<file path="src/rtl/pipe_hazard_ctrl.sv">
`default_nettype none
// ============================================================================
// Module   : pipe_hazard_ctrl
// Purpose  : Pipeline sequencing controller for the 5-stage core. Detects
//            load-use hazards, taken branches resolved in ID and MDU busy
//            holds, and drives the PC / IF-ID / ID-EX control strobes. Also
//            keeps a saturating 32-bit stall-cycle counter.
// Revision : 1.0 - initial release
// ----------------------------------------------------------------------------
// Parameters:
//   MDU_CYCLES : cycles the MDU stays busy per mult/div (1 .. 2**CNT_W)
//   CNT_W      : MDU countdown width
// Ports:
//   clk             in   rising-edge clock
//   rst             in   asynchronous reset, active-low
//   ID_RS / ID_RT   in   source register fields of the instruction in ID
//   ID_USES_RT      in   ID instruction reads rt
//   EX_MEMREAD      in   instruction in EX is a load
//   EX_RD           in   destination register of the instruction in EX
//   ID_BRANCH_TAKEN in   branch/jump in ID resolved taken
//   ID_MDU_START    in   ID instruction is mult/multu/div/divu
//   ID_MDU_READ     in   ID instruction is mfhi/mflo
//   PC_WR           out  PC write-enable
//   IF_ID_WR        out  IF/ID write-enable
//   IF_ID_FLUSH     out  zero the IF/ID instruction
//   ID_EX_FLUSH     out  insert bubble into ID/EX
//   MDU_BUSY        out  MDU in progress (registered)
//   STALL_CNT       out  saturating stall-cycle counter (registered)
// Configuration macro:
//   BRANCH_DELAY_SLOT_EN : when defined, IF_ID_FLUSH is tied low so the
//                          delay-slot instruction executes.
// ============================================================================
module pipe_hazard_ctrl #(
  parameter int MDU_CYCLES = 32,
  parameter int CNT_W      = 6
) (
  input  logic        clk,
  input  logic        rst,
  input  logic [4:0]  ID_RS,
  input  logic [4:0]  ID_RT,
  input  logic        ID_USES_RT,
  input  logic        EX_MEMREAD,
  input  logic [4:0]  EX_RD,
  input  logic        ID_BRANCH_TAKEN,
  input  logic        ID_MDU_START,
  input  logic        ID_MDU_READ,
  output logic        PC_WR,
  output logic        IF_ID_WR,
  output logic        IF_ID_FLUSH,
  output logic        ID_EX_FLUSH,
  output logic        MDU_BUSY,
  output logic [31:0] STALL_CNT
);

  typedef enum logic [0:0] {
    MDU_IDLE = 1'b0,
    MDU_RUN  = 1'b1
  } mdu_state_t;

  // The countdown runs MDU_CYCLES-1 .. 0, giving MDU_CYCLES busy cycles.
  localparam logic [CNT_W-1:0] MDU_LOAD = CNT_W'(MDU_CYCLES - 1);
  localparam logic [CNT_W-1:0] CNT_ONE  = CNT_W'(1);
  localparam logic [CNT_W-1:0] CNT_ZERO = '0;
  localparam logic [31:0]      SAT_MAX  = 32'hFFFF_FFFF;

  mdu_state_t        state_q, state_d;
  logic [CNT_W-1:0]  cnt_q, cnt_d;
  logic [31:0]       stall_cnt_q, stall_cnt_d;

  logic load_use;
  logic mdu_busy;
  logic mdu_hold;
  logic stall;
  logic rs_match;
  logic rt_match;

  // --------------------------------------------------------------------------
  // Hazard detection
  // --------------------------------------------------------------------------
  always_comb begin
    rs_match = (EX_RD == ID_RS);
    rt_match = ID_USES_RT && (EX_RD == ID_RT);
    // r0 is hard-wired zero, so a load targeting it can never feed ID.
    load_use = EX_MEMREAD && (EX_RD != 5'd0) && (rs_match || rt_match);
    mdu_busy = (state_q == MDU_RUN);
    // Both a new mult/div and an mfhi/mflo must wait for the unit to drain.
    mdu_hold = mdu_busy && (ID_MDU_START || ID_MDU_READ);
    stall    = load_use || mdu_hold;
  end

  // --------------------------------------------------------------------------
  // Pipeline control strobes. A stall freezes PC and IF/ID and bubbles ID/EX;
  // a stalled branch is not flushed because it is re-evaluated next cycle.
  // --------------------------------------------------------------------------
  always_comb begin
    PC_WR       = !stall;
    IF_ID_WR    = !stall;
    ID_EX_FLUSH = stall;
`ifdef BRANCH_DELAY_SLOT_EN
    IF_ID_FLUSH = 1'b0;
`else
    IF_ID_FLUSH = ID_BRANCH_TAKEN && !stall;
`endif
  end

  // --------------------------------------------------------------------------
  // MDU busy-window FSM
  // --------------------------------------------------------------------------
  always_ff @(posedge clk or negedge rst) begin
    if (!rst) begin
      state_q <= MDU_IDLE;
      cnt_q   <= CNT_ZERO;
    end else begin
      state_q <= state_d;
      cnt_q   <= cnt_d;
    end
  end

  always_comb begin
    state_d = state_q;
    cnt_d   = cnt_q;
    unique case (state_q)
      MDU_IDLE: begin
        // In IDLE mdu_hold is 0, so stall here can only be a load-use.
        if (ID_MDU_START && !stall) begin
          state_d = MDU_RUN;
          cnt_d   = MDU_LOAD;
        end
      end
      MDU_RUN: begin
        // A start seen in the last busy cycle is held by mdu_hold and is
        // picked up from IDLE on the following cycle: no overlap.
        if (cnt_q == CNT_ZERO) begin
          state_d = MDU_IDLE;
        end else begin
          cnt_d = cnt_q - CNT_ONE;
        end
      end
      default: begin
        state_d = MDU_IDLE;
        cnt_d   = CNT_ZERO;
      end
    endcase
  end

  assign MDU_BUSY = mdu_busy;

  // --------------------------------------------------------------------------
  // Saturating stall-cycle counter
  // --------------------------------------------------------------------------
  always_ff @(posedge clk or negedge rst) begin
    if (!rst) begin
      stall_cnt_q <= 32'd0;
    end else begin
      stall_cnt_q <= stall_cnt_d;
    end
  end

  always_comb begin
    stall_cnt_d = stall_cnt_q;
    if (stall && (stall_cnt_q != SAT_MAX)) begin
      stall_cnt_d = stall_cnt_q + 32'd1;
    end
  end

  assign STALL_CNT = stall_cnt_q;

endmodule
`default_nettype wire

</file>
<file path="config.mk">
export PLATFORM = sky130hd
export DESIGN_NAME = pipe_hazard_ctrl
export DESIGN_NICKNAME = d
export VERILOG_FILES = /design/src/rtl/pipe_hazard_ctrl.sv
export SDC_FILE = /design/constraint.sdc
export NUM_CORES = 1
export LEC_CHECK = 0
export CORE_MARGIN = 5
export CORE_UTILIZATION = 40
export CTS_CLUSTER_SIZE = 16
export DETAILED_ROUTE_END_ITERATION = 10
export PLACE_DENSITY = 0.74
export SLEW_MARGIN = 10
export SYNTH_ARGS = -nofsm -noshare
export SYNTH_HDL_FRONTEND = slang
export SYNTH_SLANG_ARGS = --single-unit
</file>
<file path="constraint.sdc">
create_clock -name clk -period 3.2 [get_ports clk]
set_input_delay 0.64 -clock clk [delete_from_list [all_inputs] [get_ports clk]]
set_output_delay 0.64 -clock clk [all_outputs]
set_load 0.03 [all_outputs]
</file>
==> results of run 1 <==
## state kept, by name (all words and copies together) (netlist names)
name	count
MDU_BUSY	1
STALL_CNT	32
cnt_q	6
## metrics by stage
| step | area, µm² | setup WS [ns] | instances | total power [mW] | utilization, % |
|---|---|---|---|---|---|
| floorplan | 2051 | 0.2737 | 200 | 1.157 | - |
| global placement | 2703 | 0.07727 | 324 | 1.424 | 53.60 |
| detailed placement | 2703 | 0.02925 | 324 | 1.443 | 53.60 |
| CTS | 2803 | 0.02925 | 332 | 1.812 | 55.58 |
| global route | 2809 | 0.04622 | 332 | 1.901 | 55.71 |
| finish | 2809 | 0.1555 | 332 | 1.793 | 55.71 |
## what timing repair did
item	4_1_cts	5_1_grt
resized for setup	0	2
setup endpoints to repair	0	2
hold endpoints to repair	0	0
## cell type report
cell class	instances	area (µm²)	area share, %
multi-input cells	146	1018	36.26
clock buffers	8	100.1	3.563
inverters	9	33.78	1.203
flip-flops and latches	39	975.9	34.74
well taps	70	87.58	3.118
repair buffers	60	593.1	21.11
## power groups by stage
stage	logic [mW]	clock network [mW]	registers, mW
global placement	0.712	0	0.712
detailed placement	0.729	0	0.714
global route	0.782	0.394	0.725
finish	0.726	0.362	0.705
floorplan	0.356	0	0.801
CTS	0.734	0.373	0.706
## logic make-up after synthesis
family / Yosys count
AOI/OAI and AO/OA: 15
xor gates and xnor gates: 43
and+or+nand+nor: 84
adders and majority gates: 2
DFF: 39
muxes: 2
buffers and inverters: 15
## routing by layer
metal / global-route usage (%) / part of all wire [%] / up-vias
met5: 0 / 0 / -
met4: 5.912 / 1.7 / 0
met1: 16.83 / 42 / 798
met2: 25.24 / 50 / 40
met3: 4.386 / 5.9 / 9
li1: - / - / 825
## worst min path at each step
stage                                          from                        end  slack (ns)
after floorplan                                 rst         MDU_BUSY$_DFF_PN0_        0.34
after global placement     STALL_CNT[8]$_DFFE_PN0P_   STALL_CNT[8]$_DFFE_PN0P_        0.48
after detailed placement  STALL_CNT[27]$_DFFE_PN0P_  STALL_CNT[27]$_DFFE_PN0P_        0.49
after CTS                                       rst   STALL_CNT[1]$_DFFE_PN0P_        0.49
after global routing      STALL_CNT[27]$_DFFE_PN0P_  STALL_CNT[27]$_DFFE_PN0P_        0.50
final                                           rst   STALL_CNT[1]$_DFFE_PN0P_        0.45
## worst max-delay path, stage by stage
cell and delay (ns):
clkdlybuf4s50_1 0.46, or4_1 0.54, o21ai_1 0.26, o21ai_2 0.12, inv_1 0.10, and2_1 0.13, buf_4 0.15
## cells in the mapped netlist (2+ instances only)
master / number / area share [%]
and3_1: 3 / 0.92
clkbuf_1: 3 / 0.55
nand3_1: 14 / 3.4
nor3_1: 13 / 3.2
nand4_1: 5 / 1.5
o21ai_0: 3 / 0.73
ha_1: 2 / 1.2
xnor2_1: 15 / 6.4
o21a_1: 2 / 0.73
and2_1: 2 / 0.61
or4_1: 3 / 1.1
nand2_1: 11 / 2.0
inv_1: 9 / 1.7
nor4_1: 10 / 3.1
dfrtp_1: 39 / 48
buf_2: 2 / 0.49
and4_1: 3 / 1.3
nor2_1: 6 / 1.1
xor2_1: 28 / 12
mux2_2: 2 / 1.1
nand2b_1: 2 / 0.61
or3_1: 4 / 1.2
a2bb2oi_1: 2 / 0.86
==> impl_metrics.py, run 1 <==
metrics = {
    "run_status": {
        "outcome": "completed",
    },
    "drt": {
        "postRouteWirelength_um": 4484,
        "ant_nets": 0,
        "dr.pass1.iters": 4,
        "drc": 0,
        "vias": 1672,
        "via_per_inst": 5.036,
        "wl_per_cell_um": 13.51,
        "drtIter0Drc": 63,
    },
    "critical_path": {
        "end_kind": "primary output",
        "r2r_cells": 6,
        "rr_startpoint": "STALL_CNT[6]$_DFFE_PN0P_",
        "startpoint": "EX_RD[0]",
        "worstPathRequired_ns": 2.56,
        "regToRegSetupSlack_ns": 0.79,
        "start_kind": "input pin",
        "critPathMaxFanout": 3,
        "crit_type": "in -> out",
        "crit_end": "IF_ID_FLUSH",
        "cp.arrival_ns": 2.40,
        "worstReg2RegEnd": "STALL_CNT[31]$_DFFE_PN0P_",
    },
    "grt": {
        "grt-ovfl-total": 0,
        "grt_pass1_wl_um": 7445,
        "antenna_found_initial": 0,
        "grt_pass1_vias": 1618,
        "grt_util_all_layers_pct": 14.62,
        "grt_max_degree": 40,
    },
    "timing": {
        "relSlewSlack_pct": 44.11,
        "clock_skew_ns": 0.004175,
        "holdWs_ns": 0.4486,
        "slew_violations": 0,
        "worstMarginPinSlew_ns": 0.8383,
        "finalCritPeriodShare_pct": 95.14,
        "layout_min_cycle_time_ns": 3.044,
        "rsz0062_at_grt": "no",
        "finalHoldViolCount": 0,
        "setup_violations": 0,
        "max_freq_mhz": 328.5,
        "setup_tns_ns": 0,
    },
    "power_and_ir_drop": {
        "switching_power_uw": 677.5,
        "clkPwrFrac_pct": 20.2,
        "p_int_mw": 1.116,
        "leakage_nw": 1.225,
        "ir_drop_uv": 289.2,
        "combinationalPowerShare_pct": 40.5,
        "power.density_mw_per_mm2": 638.3,
        "p_sw_share_pct": 37.78,
        "pwr-share-seq_pct": 39.3,
    },
    "logic_synthesis": {
        "post_synth_num_cell_types": 40,
        "synth_area_mm2": 0.002047,
        "synth_fa_ha_area_share_pct": 1.222,
        "synth-compound-area-share_pct": 5.318,
        "yosys_warnings": 0,
        "syn_nets": 224,
        "syn_area_per_cell_um2": 10.23,
        "synth-edff-count": 0,
        "synthCells": 200,
        "synth_xor_area_share_pct": 18.40,
        "yosysSeqAreaShare_pct": 47.68,
        "ys_ff_latch": 39,
        "synthFlopType": "dfrtp_1",
        "synthSimpleGateAreaFrac_pct": 23.23,
        "async_flop_share_pct": 100.0,
        "synth_top_family_by_area": "simple AND/OR/NAND/NOR gates",
        "synthMuxAreaShare_pct": 1.100,
    },
    "clock_tree": {
        "path_clk_slew_ns": 0.07,
        "cts_max_level": 2,
        "cts_post_setup_buffers_inserted": 0,
        "cts_inserted_buffers": 5,
        "clockBufferDepth": 2,
        "clock_latency_ns": 0.29,
        "cts_hold_buffers": 0,
        "cts_root_buf": "clkbuf_8",
        "cts_tree": "done",
        "clock_sinks": 39,
    },
    "floorplan": {
        "core-area_mm2": 0.005042,
        "io-pin-count": 59,
        "placementRows": 26,
        "fp.dieArea_mm2": 0.006648,
        "die_h_um": 81.54,
        "start_util_pct": 40.60,
        "die_w_um": 81.54,
    },
    "job": {
        "cap_violations": 0,
    },
    "hold_path": {
        "hold_path_class": "in -> async",
    },
    "layout": {
        "n_fill_cell": 470,
        "layout-drive-gt1-share_pct": 8.779,
        "layout_commonest_cell": "clkdlybuf4s50_1",
        "antenna_cells": 0,
        "nets": 285,
        "final_cell_mix": "53 x clkdlybuf4s50_1, 39 x dfrtp_1, 28 x xor2_1",
        "area_growth_pct": 37.22,
    },
    "place": {
        "finalWeightedCongestion": 0.7991,
        "place_hpwl_um": 3468,
        "io_buffer_count": 58,
    },
}
Power figures use the tool's default switching activity.
==> inputs of run 2 (changes only) <==
==> constraint.sdc (replaced) <==
create_clock -name clk -period 3.7 [get_ports clk]
set_input_delay 0.74 -clock clk [delete_from_list [all_inputs] [get_ports clk]]
set_output_delay 0.74 -clock clk [all_outputs]
set_load 0.03 [all_outputs]
==> run 2 against run 1 <==
- clock skew rose by 0.0028 ns
- highest routed layer unchanged
- worst setup slack improved by 0.21 ns
- combinational power fell by 16%
- wire length fell by 0.20%
- die area did not move
- global-route usage rose by 0.50 points
- cell count fell by 0.60%
==> impl_metrics.py, run 2 (synthesis gave the netlist of run 1 again) <==
metrics = {
    "run_status": {
        "outcome": "completed",
    },
    "clock_tree": {
        "cts_inserted_buffers": 5,
        "cts_post_setup_buffers_inserted": 0,
        "clockBufferDepth": 2,
        "cts_tree": "done",
        "cts_hold_buffers": 0,
        "clock_latency_ns": 0.29,
        "cts_root_buf": "clkbuf_8",
        "cts_max_level": 2,
        "cts.repair.resized": 0,
        "path_clk_slew_ns": 0.07,
        "clock_sinks": 39,
    },
    "floorplan": {
        "placementRows": 26,
        "die_w_um": 81.54,
        "core-area_mm2": 0.005042,
        "die_h_um": 81.54,
        "start_util_pct": 40.60,
        "io-pin-count": 59,
        "fp.dieArea_mm2": 0.006648,
    },
    "drt": {
        "vias": 1662,
        "via_per_inst": 5.036,
        "postRouteWirelength_um": 4475,
        "wl_per_cell_um": 13.56,
        "ant_nets": 0,
        "drtIter0Drc": 68,
        "dr.pass1.iters": 4,
        "drc": 0,
    },
    "place": {
        "place_hpwl_um": 3430,
        "placed_area_mm2": 0.002686,
        "io_buffer_count": 58,
        "post-place-ws_ns": 0.3429,
        "dp.cells": 324,
        "finalWeightedCongestion": 0.7856,
    },
    "power_and_ir_drop": {
        "power.density_mw_per_mm2": 536.0,
        "leakage_nw": 1.205,
        "total_power_mw": 1.479,
        "ir_drop_uv": 274.3,
    },
    "layout": {
        "layout_commonest_cell": "clkdlybuf4s50_1",
        "final_cell_mix": "53 x clkdlybuf4s50_1, 39 x dfrtp_1, 28 x xor2_1",
        "n_fill_cell": 462,
        "final_area_mm2": 0.002759,
        "antenna_cells": 0,
        "nets": 285,
        "layout-drive-gt1-share_pct": 7.308,
        "layoutNonFillerInstCount": 330,
        "area_growth_pct": 34.78,
        "largest_reg_flops": 32,
        "final_util_pct": 54.71,
    },
    "grt": {
        "grt_util_all_layers_pct": 15.12,
        "grt-ovfl-total": 0,
        "grt_pass1_wl_um": 7693,
        "antenna_found_initial": 0,
        "grt_max_degree": 40,
        "grt_pass1_vias": 1640,
    },
    "timing": {
        "layout_min_cycle_time_ns": 3.336,
        "finalCritPeriodShare_pct": 90.15,
        "slew_violations": 0,
        "setup_tns_ns": 0,
        "max_freq_mhz": 299.8,
        "worstMarginPinSlew_ns": 0.8522,
        "holdWs_ns": 0.4910,
        "finalHoldViolCount": 0,
        "relSlewSlack_pct": 43.19,
        "worst_slack_ns": 0.3645,
        "clock_skew_ns": 0.006926,
        "rsz0062_at_grt": "no",
        "setup_violations": 0,
    },
    "hold_path": {
        "hold_path_class": "reg -> reg",
    },
    "critical_path": {
        "critPathMaxFanout": 3,
        "start_kind": "input pin",
        "worstPathRequired_ns": 2.96,
        "crit_type": "in -> out",
        "cp.arrival_ns": 2.60,
        "end_kind": "primary output",
        "regToRegSetupSlack_ns": 1.29,
    },
    "job": {
        "cap_violations": 0,
    },
}
## run 2: critical path: stages
cell and delay, ns:
clkdlybuf4s50_1 0.46, or4_1 0.53, o21ai_0 0.30, o21ai_1 0.17, inv_1 0.12, and2_1 0.13
buf_4 0.15
## run 2: final timing paths
kind                       cells after the start                   endpoint                       from
setup / recovery                               7                IF_ID_FLUSH                   EX_RD[0]
hold / removal                                 1  STALL_CNT[29]$_DFFE_PN0P_  STALL_CNT[29]$_DFFE_PN0P_
setup reg to reg                               6  STALL_CNT[31]$_DFFE_PN0P_   STALL_CNT[2]$_DFFE_PN0P_
hold reg to reg                                1  STALL_CNT[29]$_DFFE_PN0P_  STALL_CNT[29]$_DFFE_PN0P_
max in group asynchronous                      1  STALL_CNT[20]$_DFFE_PN0P_                        rst
min in group asynchronous                      1   STALL_CNT[0]$_DFFE_PN0P_                        rst
## run 2: per-layer routing
layer,vias to the layer above,wire [µm],global-route usage (%)
met5,-,0,0
met4,0,87,6.588
met3,7,251,4.057
met2,37,2192,24.67
met1,797,1943,18.72
li1,821,-,-
## run 2: cell type report
cell class / instances / area, µm² / area share [%]
Multi-Input combinational cell: 146 / 1008 / 36.55
Tap cell: 70 / 87.58 / 3.175
Clock buffer: 6 / 72.57 / 2.630
Inverter: 9 / 33.78 / 1.224
Sequential cell: 39 / 975.9 / 35.37
Timing Repair Buffer: 60 / 580.6 / 21.04
## run 2: power by group
part	switching [mW]	leakage (nW)	total, mW	internal, mW
Clock	0.137	0.0371	0.263	0.126
Sequential	0.0980	0.495	0.608	0.510
Combinational	0.337	0.673	0.608	0.271
==> inputs of run 3 (changes only) <==
--- a/config.mk
+++ b/config.mk
@@ -6,10 +6,10 @@
 export NUM_CORES = 1
 export LEC_CHECK = 0
 export CORE_MARGIN = 5
-export CORE_UTILIZATION = 40
+export CORE_UTILIZATION = 29
 export CTS_CLUSTER_SIZE = 16
 export DETAILED_ROUTE_END_ITERATION = 10
-export PLACE_DENSITY = 0.74
+export PLACE_DENSITY = 0.58
 export SLEW_MARGIN = 10
 export SYNTH_ARGS = -nofsm -noshare
 export SYNTH_HDL_FRONTEND = slang
==> run 3 against run 2 <==
- sequential power about the same
- via count decreased by 1.0%
- die area is 33% higher
==> impl_metrics.py, run 3 (synthesis gave the netlist of run 1 again) <==
metrics = {
    "run_status": {
        "outcome": "completed",
    },
    "floorplan": {
        "die_h_um": 94.02,
        "die_w_um": 94.02,
        "fp.dieArea_mm2": 0.008839,
        "io-pin-count": 59,
        "start_util_pct": 29.96,
        "placementRows": 30,
        "core-area_mm2": 0.006832,
    },
    "layout": {
        "final_util_pct": 41.10,
        "nets": 286,
        "area_growth_pct": 37.16,
        "antenna_cells": 0,
        "layout_commonest_cell": "clkdlybuf4s50_1",
        "n_fill_cell": 716,
        "layout-drive-gt1-share_pct": 7.985,
        "largest_reg_flops": 32,
        "final_cell_mix": "53 x clkdlybuf4s50_1, 39 x dfrtp_1, 28 x xor2_1",
    },
    "place": {
        "place_hpwl_um": 3648,
        "finalWeightedCongestion": 0.7914,
        "io_buffer_count": 58,
    },
    "grt": {
        "antenna_found_initial": 0,
        "grt_pass1_wl_um": 7776,
        "grt_pass1_vias": 1673,
        "grt_max_degree": 40,
        "grt-ovfl-total": 0,
        "grt_util_all_layers_pct": 11.12,
    },
    "drt": {
        "dr.pass1.iters": 4,
        "postRouteWirelength_um": 4617,
        "ant_nets": 0,
        "top_layer_used": "met4",
        "drtIter0Drc": 90,
        "route.met3.wl_um": 366,
        "via_per_inst": 4.582,
        "drc": 0,
        "vias": 1645,
        "wl_per_cell_um": 12.86,
        "wl_met1_um": 2096,
        "wl_met2_um": 2071,
    },
    "timing": {
        "clock_skew_ns": 0.005355,
        "setup_tns_ns": 0,
        "slew_violations": 0,
        "setup_violations": 0,
        "worstMarginPinSlew_ns": 0.8617,
        "finalHoldViolCount": 0,
        "layout_min_cycle_time_ns": 3.318,
        "max_freq_mhz": 301.4,
        "rsz0062_at_grt": "no",
        "finalCritPeriodShare_pct": 89.67,
        "holdWs_ns": 0.4945,
        "relSlewSlack_pct": 42.55,
    },
    "clock_tree": {
        "clockBufferDepth": 2,
        "clock_sinks": 39,
        "clock_latency_ns": 0.29,
        "cts_inserted_buffers": 5,
        "cts.repair.resized": 0,
        "cts_post_setup_buffers_inserted": 0,
        "cts_root_buf": "clkbuf_8",
        "cts_hold_buffers": 0,
        "cts_tree": "done",
        "cts_max_level": 2,
        "path_clk_slew_ns": 0.07,
    },
    "power_and_ir_drop": {
        "ir_drop_uv": 139.9,
        "leakage_nw": 1.215,
        "total_power_mw": 1.493,
        "power.density_mw_per_mm2": 531.8,
    },
    "critical_path": {
        "end_kind": "primary output",
        "critPathMaxFanout": 3,
        "worstPathRequired_ns": 2.96,
        "start_kind": "input pin",
        "crit_type": "in -> out",
        "cp.arrival_ns": 2.58,
    },
    "hold_path": {
        "hold_path_class": "reg -> reg",
    },
    "job": {
        "cap_violations": 0,
    },
}
[run 3: path summary, 6_finish.rpt]
path,startpoint,to,slack [ns],cells after the start
worst max-delay path,EX_RD[0],IF_ID_FLUSH,0.38,7
worst min-delay path,STALL_CNT[27]$_DFFE_PN0P_,STALL_CNT[27]$_DFFE_PN0P_,0.49,1
worst max register to register,STALL_CNT[0]$_DFFE_PN0P_,STALL_CNT[30]$_DFFE_PN0P_,1.26,7
worst min register to register,STALL_CNT[27]$_DFFE_PN0P_,STALL_CNT[27]$_DFFE_PN0P_,0.49,1
max in group asynchronous,rst,STALL_CNT[5]$_DFFE_PN0P_,2.59,1
min in group asynchronous,rst,STALL_CNT[4]$_DFFE_PN0P_,0.56,1
[run 3: layout make-up]
cell class	instances	area (µm²)	area share, %
clock buffer	7	76.32	2.718
clock inverter	1	5.005	0.1783
inverter	9	33.78	1.203
multi-input combinational	146	1008	35.92
sequential	39	975.9	34.76
tap	96	120.1	4.278
timing repair buffer	61	588.1	20.94
[run 3: power breakdown]
group | switching [mW] | internal, mW
sequential | 0.0996 | 0.510
combinational | 0.335 | 0.277
clock | 0.139 | 0.132
[run 3: through the flow]
step	instance area, µm²	setup WS (ns)	cells
after global routing	2808	0.1475	359
after global placement	2726	0.3704	351
after CTS	2808	0.3275	359
after floorplan	2047	0.2868	200
final	2808	0.3821	359
after detailed placement	2726	0.3281	351
[run 3: worst max-delay path: stages]
cell and delay (ns):
clkdlybuf4s50_1 0.46, or4_1 0.53, o21ai_0 0.27, o21ai_1 0.18
inv_1 0.11, and2_1 0.14, buf_4 0.15
[run 3: routing by layer]
metal	global-route usage, %	vias to the layer above
met5	0	-
met4	3.610	0
met3	4.968	9
met2	17.50	46
met1	13.55	757
li1	-	833
